## src/rtl/geri_yaz_hakemi.sv

```systemverilog
// Register-file write-port arbiter for pipeline, delayed load data and gc; grant in cycle N writes in N+1.
// Backpressure: boru_durdur_o stalls the pipeline while a load is outstanding or a gc grant is forced; gc waits on gc_hazir_o.
module geri_yaz_hakemi #(
  parameter int GC_BEKLEME_SINIR = 4
) (
  input  logic        clk_i,
  input  logic        rst_i,
  input  logic        boru_gecerli_i,
  input  logic        boru_yazmaca_yaz_i,
  input  logic        boru_bellekten_oku_i,
  input  logic [4:0]  boru_hedef_yazmaci_i,
  input  logic [31:0] boru_veri_i,
  output logic        boru_durdur_o,
  input  logic        bellek_veri_hazir_i,
  input  logic [31:0] bellek_veri_i,
  input  logic        gc_veri_gecerli_i,
  input  logic [4:0]  gc_hedef_yazmaci_i,
  input  logic [31:0] gc_okunan_veri_i,
  output logic        gc_hazir_o,
  output logic        bekleyen_gecerli_o,
  output logic [4:0]  bekleyen_yazmaci_o,
  output logic        yazmaca_yaz_o,
  output logic [4:0]  hedef_yazmaci_o,
  output logic [31:0] yazmac_veri_o
);

  typedef enum logic {BOSTA, YUKLEME_BEKLE} durum_t;

  localparam logic [3:0] SINIR = 4'(GC_BEKLEME_SINIR);

  durum_t      durum, durum_sonraki;
  logic [4:0]  bekleyen_rd;
  logic        bekleyen_yaz;
  logic [3:0]  gc_sayac;

  logic        izin;
  logic        izin_yaz;
  logic [4:0]  izin_rd;
  logic [31:0] izin_veri;
  logic        yukleme_kabul;

  always_comb begin
    durum_sonraki = durum;
    boru_durdur_o = 1'b0;
    gc_hazir_o    = 1'b0;
    izin          = 1'b0;
    izin_yaz      = 1'b0;
    izin_rd       = 5'd0;
    izin_veri     = 32'd0;
    yukleme_kabul = 1'b0;

    case (durum)
      BOSTA: begin
        if (gc_sayac == SINIR && gc_veri_gecerli_i) begin
          gc_hazir_o    = 1'b1;
          boru_durdur_o = boru_gecerli_i;
        end else if (boru_gecerli_i && boru_bellekten_oku_i) begin
          if (bellek_veri_hazir_i) begin
            izin      = 1'b1;
            izin_yaz  = boru_yazmaca_yaz_i;
            izin_rd   = boru_hedef_yazmaci_i;
            izin_veri = bellek_veri_i;
          end else begin
            // Port stays free while the load is in flight, so gc may use it.
            yukleme_kabul = 1'b1;
            durum_sonraki = YUKLEME_BEKLE;
            gc_hazir_o    = gc_veri_gecerli_i;
          end
        end else if (boru_gecerli_i && boru_yazmaca_yaz_i) begin
          izin      = 1'b1;
          izin_yaz  = 1'b1;
          izin_rd   = boru_hedef_yazmaci_i;
          izin_veri = boru_veri_i;
        end else begin
          gc_hazir_o = gc_veri_gecerli_i;
        end
      end
      YUKLEME_BEKLE: begin
        boru_durdur_o = boru_gecerli_i;
        if (bellek_veri_hazir_i) begin
          izin          = 1'b1;
          izin_yaz      = bekleyen_yaz;
          izin_rd       = bekleyen_rd;
          izin_veri     = bellek_veri_i;
          durum_sonraki = BOSTA;
        end else begin
          gc_hazir_o = gc_veri_gecerli_i;
        end
      end
      default: durum_sonraki = BOSTA;
    endcase

    if (gc_hazir_o) begin
      izin      = 1'b1;
      izin_yaz  = 1'b1;
      izin_rd   = gc_hedef_yazmaci_i;
      izin_veri = gc_okunan_veri_i;
    end
  end

  always_ff @(posedge clk_i or negedge rst_i) begin
    if (!rst_i) begin
      durum           <= BOSTA;
      bekleyen_rd     <= 5'd0;
      bekleyen_yaz    <= 1'b0;
      gc_sayac        <= 4'd0;
      yazmaca_yaz_o   <= 1'b0;
      hedef_yazmaci_o <= 5'd0;
      yazmac_veri_o   <= 32'd0;
    end else begin
      durum <= durum_sonraki;
      if (yukleme_kabul) begin
        bekleyen_rd  <= boru_hedef_yazmaci_i;
        bekleyen_yaz <= boru_yazmaca_yaz_i;
      end
      if (gc_hazir_o || !gc_veri_gecerli_i) begin
        gc_sayac <= 4'd0;
      end else if (gc_sayac != SINIR) begin
        gc_sayac <= gc_sayac + 4'd1;
      end
      // x0 is hardwired zero, so writes to it are dropped here.
      yazmaca_yaz_o <= izin && izin_yaz && (izin_rd != 5'd0);
      if (izin) begin
        hedef_yazmaci_o <= izin_rd;
        yazmac_veri_o   <= izin_veri;
      end
    end
  end

  assign bekleyen_gecerli_o = (durum == YUKLEME_BEKLE);
  assign bekleyen_yazmaci_o = bekleyen_rd;

endmodule

```

## config.mk

```make
export PLATFORM = sky130hd
export DESIGN_NAME = geri_yaz_hakemi
export DESIGN_NICKNAME = d
export VERILOG_FILES = /design/src/rtl/geri_yaz_hakemi.sv
export SDC_FILE = /design/constraint.sdc
export NUM_CORES = 1
export LEC_CHECK = 0
export BUFFER_PORTS_ARGS = -buffer_cell sky130_fd_sc_hd__buf_2
export CAP_MARGIN = 10
export CELL_PAD_IN_SITES_DETAIL_PLACEMENT = 0
export CELL_PAD_IN_SITES_GLOBAL_PLACEMENT = 1
export CORE_AREA = 2 2 91 93
export CTS_BUF_LIST = sky130_fd_sc_hd__clkbuf_4
export DETAILED_ROUTE_END_ITERATION = 8
export DIE_AREA = 0 0 93 95
export HOLD_SLACK_MARGIN = 0.08
export PLACE_DENSITY_LB_ADDON = 0.1
export REMOVE_ABC_BUFFERS = 1
export SLEW_MARGIN = 20
export SYNTH_ARGS = -nofsm -noshare
export SYNTH_HDL_FRONTEND = slang
export SYNTH_SLANG_ARGS = --single-unit
```

## constraint.sdc

```tcl
create_clock -name clk_i -period 3.8 [get_ports clk_i]
set_input_delay 0.19 -clock clk_i [delete_from_list [all_inputs] [get_ports clk_i]]
set_output_delay 0.19 -clock clk_i [all_outputs]
set_load 0.01 [all_outputs]
```

==> summary.txt <==
Placed design
  • IO Port Bufs: 158
  • Post-DP HPWL: 6330 um
  • Final GP Congestion: 0.750

Clock tree
  • # resized after CTS: 0
  • TritonCTS clock tree: done
  • Clk slew on worst S/H paths: 0.15 ns
  • Setup Buffers After CTS: 0
  • Worst-Skew Late Latency: 0.37 ns
  • H-tree levels: 2
  • CTS Buffer Depth: 2
  • CTS sink cnt: 49
  • CTS buffer count: 5
  • CTS root buf: clkbuf_4

Global routing
  • First-pass GRT wire length: 14,400 um
  • GR Overflow Total: 0
  • Initial antenna violation count: 0
  • Pin count of the biggest net entering global routing: 62
  • Overall global routing resource usage: 21.0%
  • Vias in the first global route: approximately 2,900

Synth
  • Number of synthesized register bits: 49
  • Number of flops mapped to enable cells by yosys: 0
  • Avg Cell Area, Syn: 10.2 sq um
  • Syn Inst Count: 264
  • Yosys warning total: 0
  • Netlist Area Pre-Place: 2690 sq um
  • Ranking of synthesized cells by area: dfrtp_1, a221o_1, a32oi_1
  • Post-synth cell types: 29
  • Synth area leader: dfrtp_1
  • Fraction of the mapped netlist area in adder cells: 0.929%
  • Largest family of logic cells by synthesized area: compound AO/OA/AOI/OAI gates
  • Top_reg_cell synth: dfrtp_1
  • Area share of the largest cell type after synthesis: 45.5%
  • Mux contribution to synthesized area: 3.25%
  • Synth Area in Simple Gates: between 10% and 20%
  • Post-Synth XOR/XNOR Area: 0.325%
  • Post-synthesis sequential area ratio: a little under half
  • Synth Area in Compound Gates: 33.0%
  • Asr flop ratio synth: 100%

Setup path
  • Crit-path max FO: 19
  • Register-to-register setup slack: 1.06 ns
  • Required time of the critical path: 3.61 ns
  • Worst r2r src: gc_sayac[0]
  • CP startpoint kind: flip-flop
  • Critical path class: flip-flop to output pin
  • Reg2reg end: yazmac_veri_o[5]
  • Setup crit end kind: output pin
  • Reg2reg path depth: 8
  • Arrival time worst endpoint: 2.60 ns

Floorplan
  • Initial Util: 34.0%
  • CORE AREA: 7930 sq um
  • Die Y: 95 um
  • Row cnt: 33
  • DIE AREA: 8840 sq um
  • Top Ports: 159
  • Die Wd: 93 um

Final layout
  • Final net count: 566
  • Synth-to-layout area growth: 50.7%
  • N_diodes: 0
  • Fraction of layout cells with a size suffix above 1: roughly two fifths
  • Post-Route Utilization: between 50% and 60%

Timing
  • Fmax: roughly 360 MHz
  • Setup-failing EPs final: 0
  • TNS Setup: 0 ns
  • Max Slew Vio Count: 0
  • Period utilisation layout: about three quarters
  • Final Critical Period: 2.79 ns
  • Worst-Margin Slew: 0.732 ns
  • RSZ-0062 raised after global routing: false
  • Relative slew slack: 51.2%
  • Clk_skew: 0.0146 ns
  • Final Hold Violating Endpoints: 0

Route
  • Pre-antenna DRT Iters: 5
  • Post-route ant nets: 0
  • Vias after detailed routing: about 3,000
  • Wirelength per Cell: ~17 um
  • Initial drt markers: 149
  • DRC: 0
  • Detailed Route WL: 9380 um
  • Via density: 5.43

Min path
  • Hold Path Origin: bellek_veri_i[7]
  • Worst Hold Class: primary input to flip-flop
  • Hold Path Sink: yazmac_veri_o[7]
  • Worst hold path depth: 4

Run
  • Max Cap Viol: 0

Power and ir drop
  • Power per cell area: 331 nW/um^2
  • Pleak: about 0.0019 uW
  • VDD IR max: 0.148 mV

Outcome
  • Status: finished, final reports clean
-- synthesized netlist by cell type, types with 2 or more instances --
master and n:
a32oi_1 32, nand2_1 11, a21o_1 2, nor2_1 5, mux2_2 6, a221o_1 32, nand3_1 34, o21ai_0 34
a211oi_1 2, inv_1 4, nor3b_2 2, clkbuf_1 24, and2_1 3, buf_6 2, mux2i_1 2, dfrtp_1 49
buf_2 3, ha_1 2, a222oi_1 5
-- layout make-up --
class | count | area, sq um
Fill cell | 783 | 3870
Multi-Input combinational cell | 181 | 1340
Timing Repair Buffer | 210 | 1290
Sequential cell | 49 | 1230
Tap cell | 105 | 131
Clock buffer | 6 | 45.0
Inverter | 4 | 15.0
Clock inverter | 2 | 10.0
-- critical path: stages, from the launching register on --
cell and delay, ns:
dfrtp_1 0.39, inv_1 0.07, ha_1 0.22, and3b_1 0.27, a2111oi_4 0.72, nor3b_4 0.18
buf_6 0.22, buf_2 0.15
-- timing repair --
action / 4_1_cts / 5_1_grt
hold buffers: 43 / 1
setup endpoints to repair: 0 / 0
endpoints found under the hold margin: 91 / 1
-- per-layer routing --
metal / part of all wire, % / track usage (%) / vias to the layer above
met4: 1.2 / 5.51 / 0
li1: - / - / 1448
met1: 45 / 29.2 / 1449
met5: 0 / 0 / -
met3: 6.7 / 4.23 / 9
met2: 47 / 33.5 / 121
-- cell usage in the layout (no fill, tap or decap), drive strengths merged --
cell         Yosys  layout
inv              4       4
and3b            1       1
nor3             2       2
nand2           11      11
a222oi           5       5
and3             1       1
a31oi            1       1
a32oi           32      32
nand3           34      34
ha               2       2
nand2b           1       1
a21o             2       2
dlygate4sd3      0      44
a221o           32      32
a2111oi          1       1
dfrtp           49      49
clkinv           0       2
nor3b            2       2
and2             3       3
a21oi            1       1
clkbuf          24       6
mux2i            2       2
a211oi           2       2
nor2             5       5
buf              6     166
mux2             6       6
o21ai           34      34
xnor2            1       1
-- logic make-up after synthesis --
kind of cell	Yosys count
compound gates	110
simple gates	60
flops	49
buf+inv	34
mux	8
fa+ha+maj	2
xor+xnor	1
-- report_power, final --
part / internal (uW) / total (uW) / leakage, uW / switching (uW)
sequential: 603 / 659 / 0.000603 / 56.3
clock: 78.2 / 246 / 0.0000354 / 167
combinational: 218 / 441 / 0.00124 / 223
total: 899 / 1350 / 0.00188 / 446
-- flip-flops by register name, indices dropped and copies added, names as in the netlist --
register / flops
gc_sayac: 4
bekleyen_yazmaci_o: 5
yazmac_veri_o: 32
hedef_yazmaci_o: 5
bekleyen_yaz: 1
bekleyen_gecerli_o: 1
yazmaca_yaz_o: 1
-- worst max path at each step --
stage / start / to / slack, ns
CTS: gc_sayac[0] / gc_hazir_o / 0.71
floorplan: gc_sayac[0] / yazmaca_yaz_o / 0.71
detailed placement: gc_sayac[0] / yazmaca_yaz_o / 0.91
global placement: gc_sayac[0] / yazmaca_yaz_o / 0.98
global route: gc_sayac[0] / gc_hazir_o / 0.83
finish: gc_sayac[0] / gc_hazir_o / 1.01
-- per-stage QoR --
step | power, uW | std cells | hold WS, ns | setup slack, ns | area, sq um
after floorplan | 846 | 234 | -0.106 | 0.708 | 2560
after global placement | 1070 | 504 | 0.342 | 0.980 | 3550
after detailed placement | 1070 | 504 | 0.341 | 0.909 | 3550
after CTS | 1360 | 555 | 0.0884 | 0.712 | 4040
after global routing | 1430 | 557 | 0.172 | 0.828 | 4060
final | 1350 | 557 | 0.157 | 1.01 | 4060
Power figures use the tool's default switching activity.
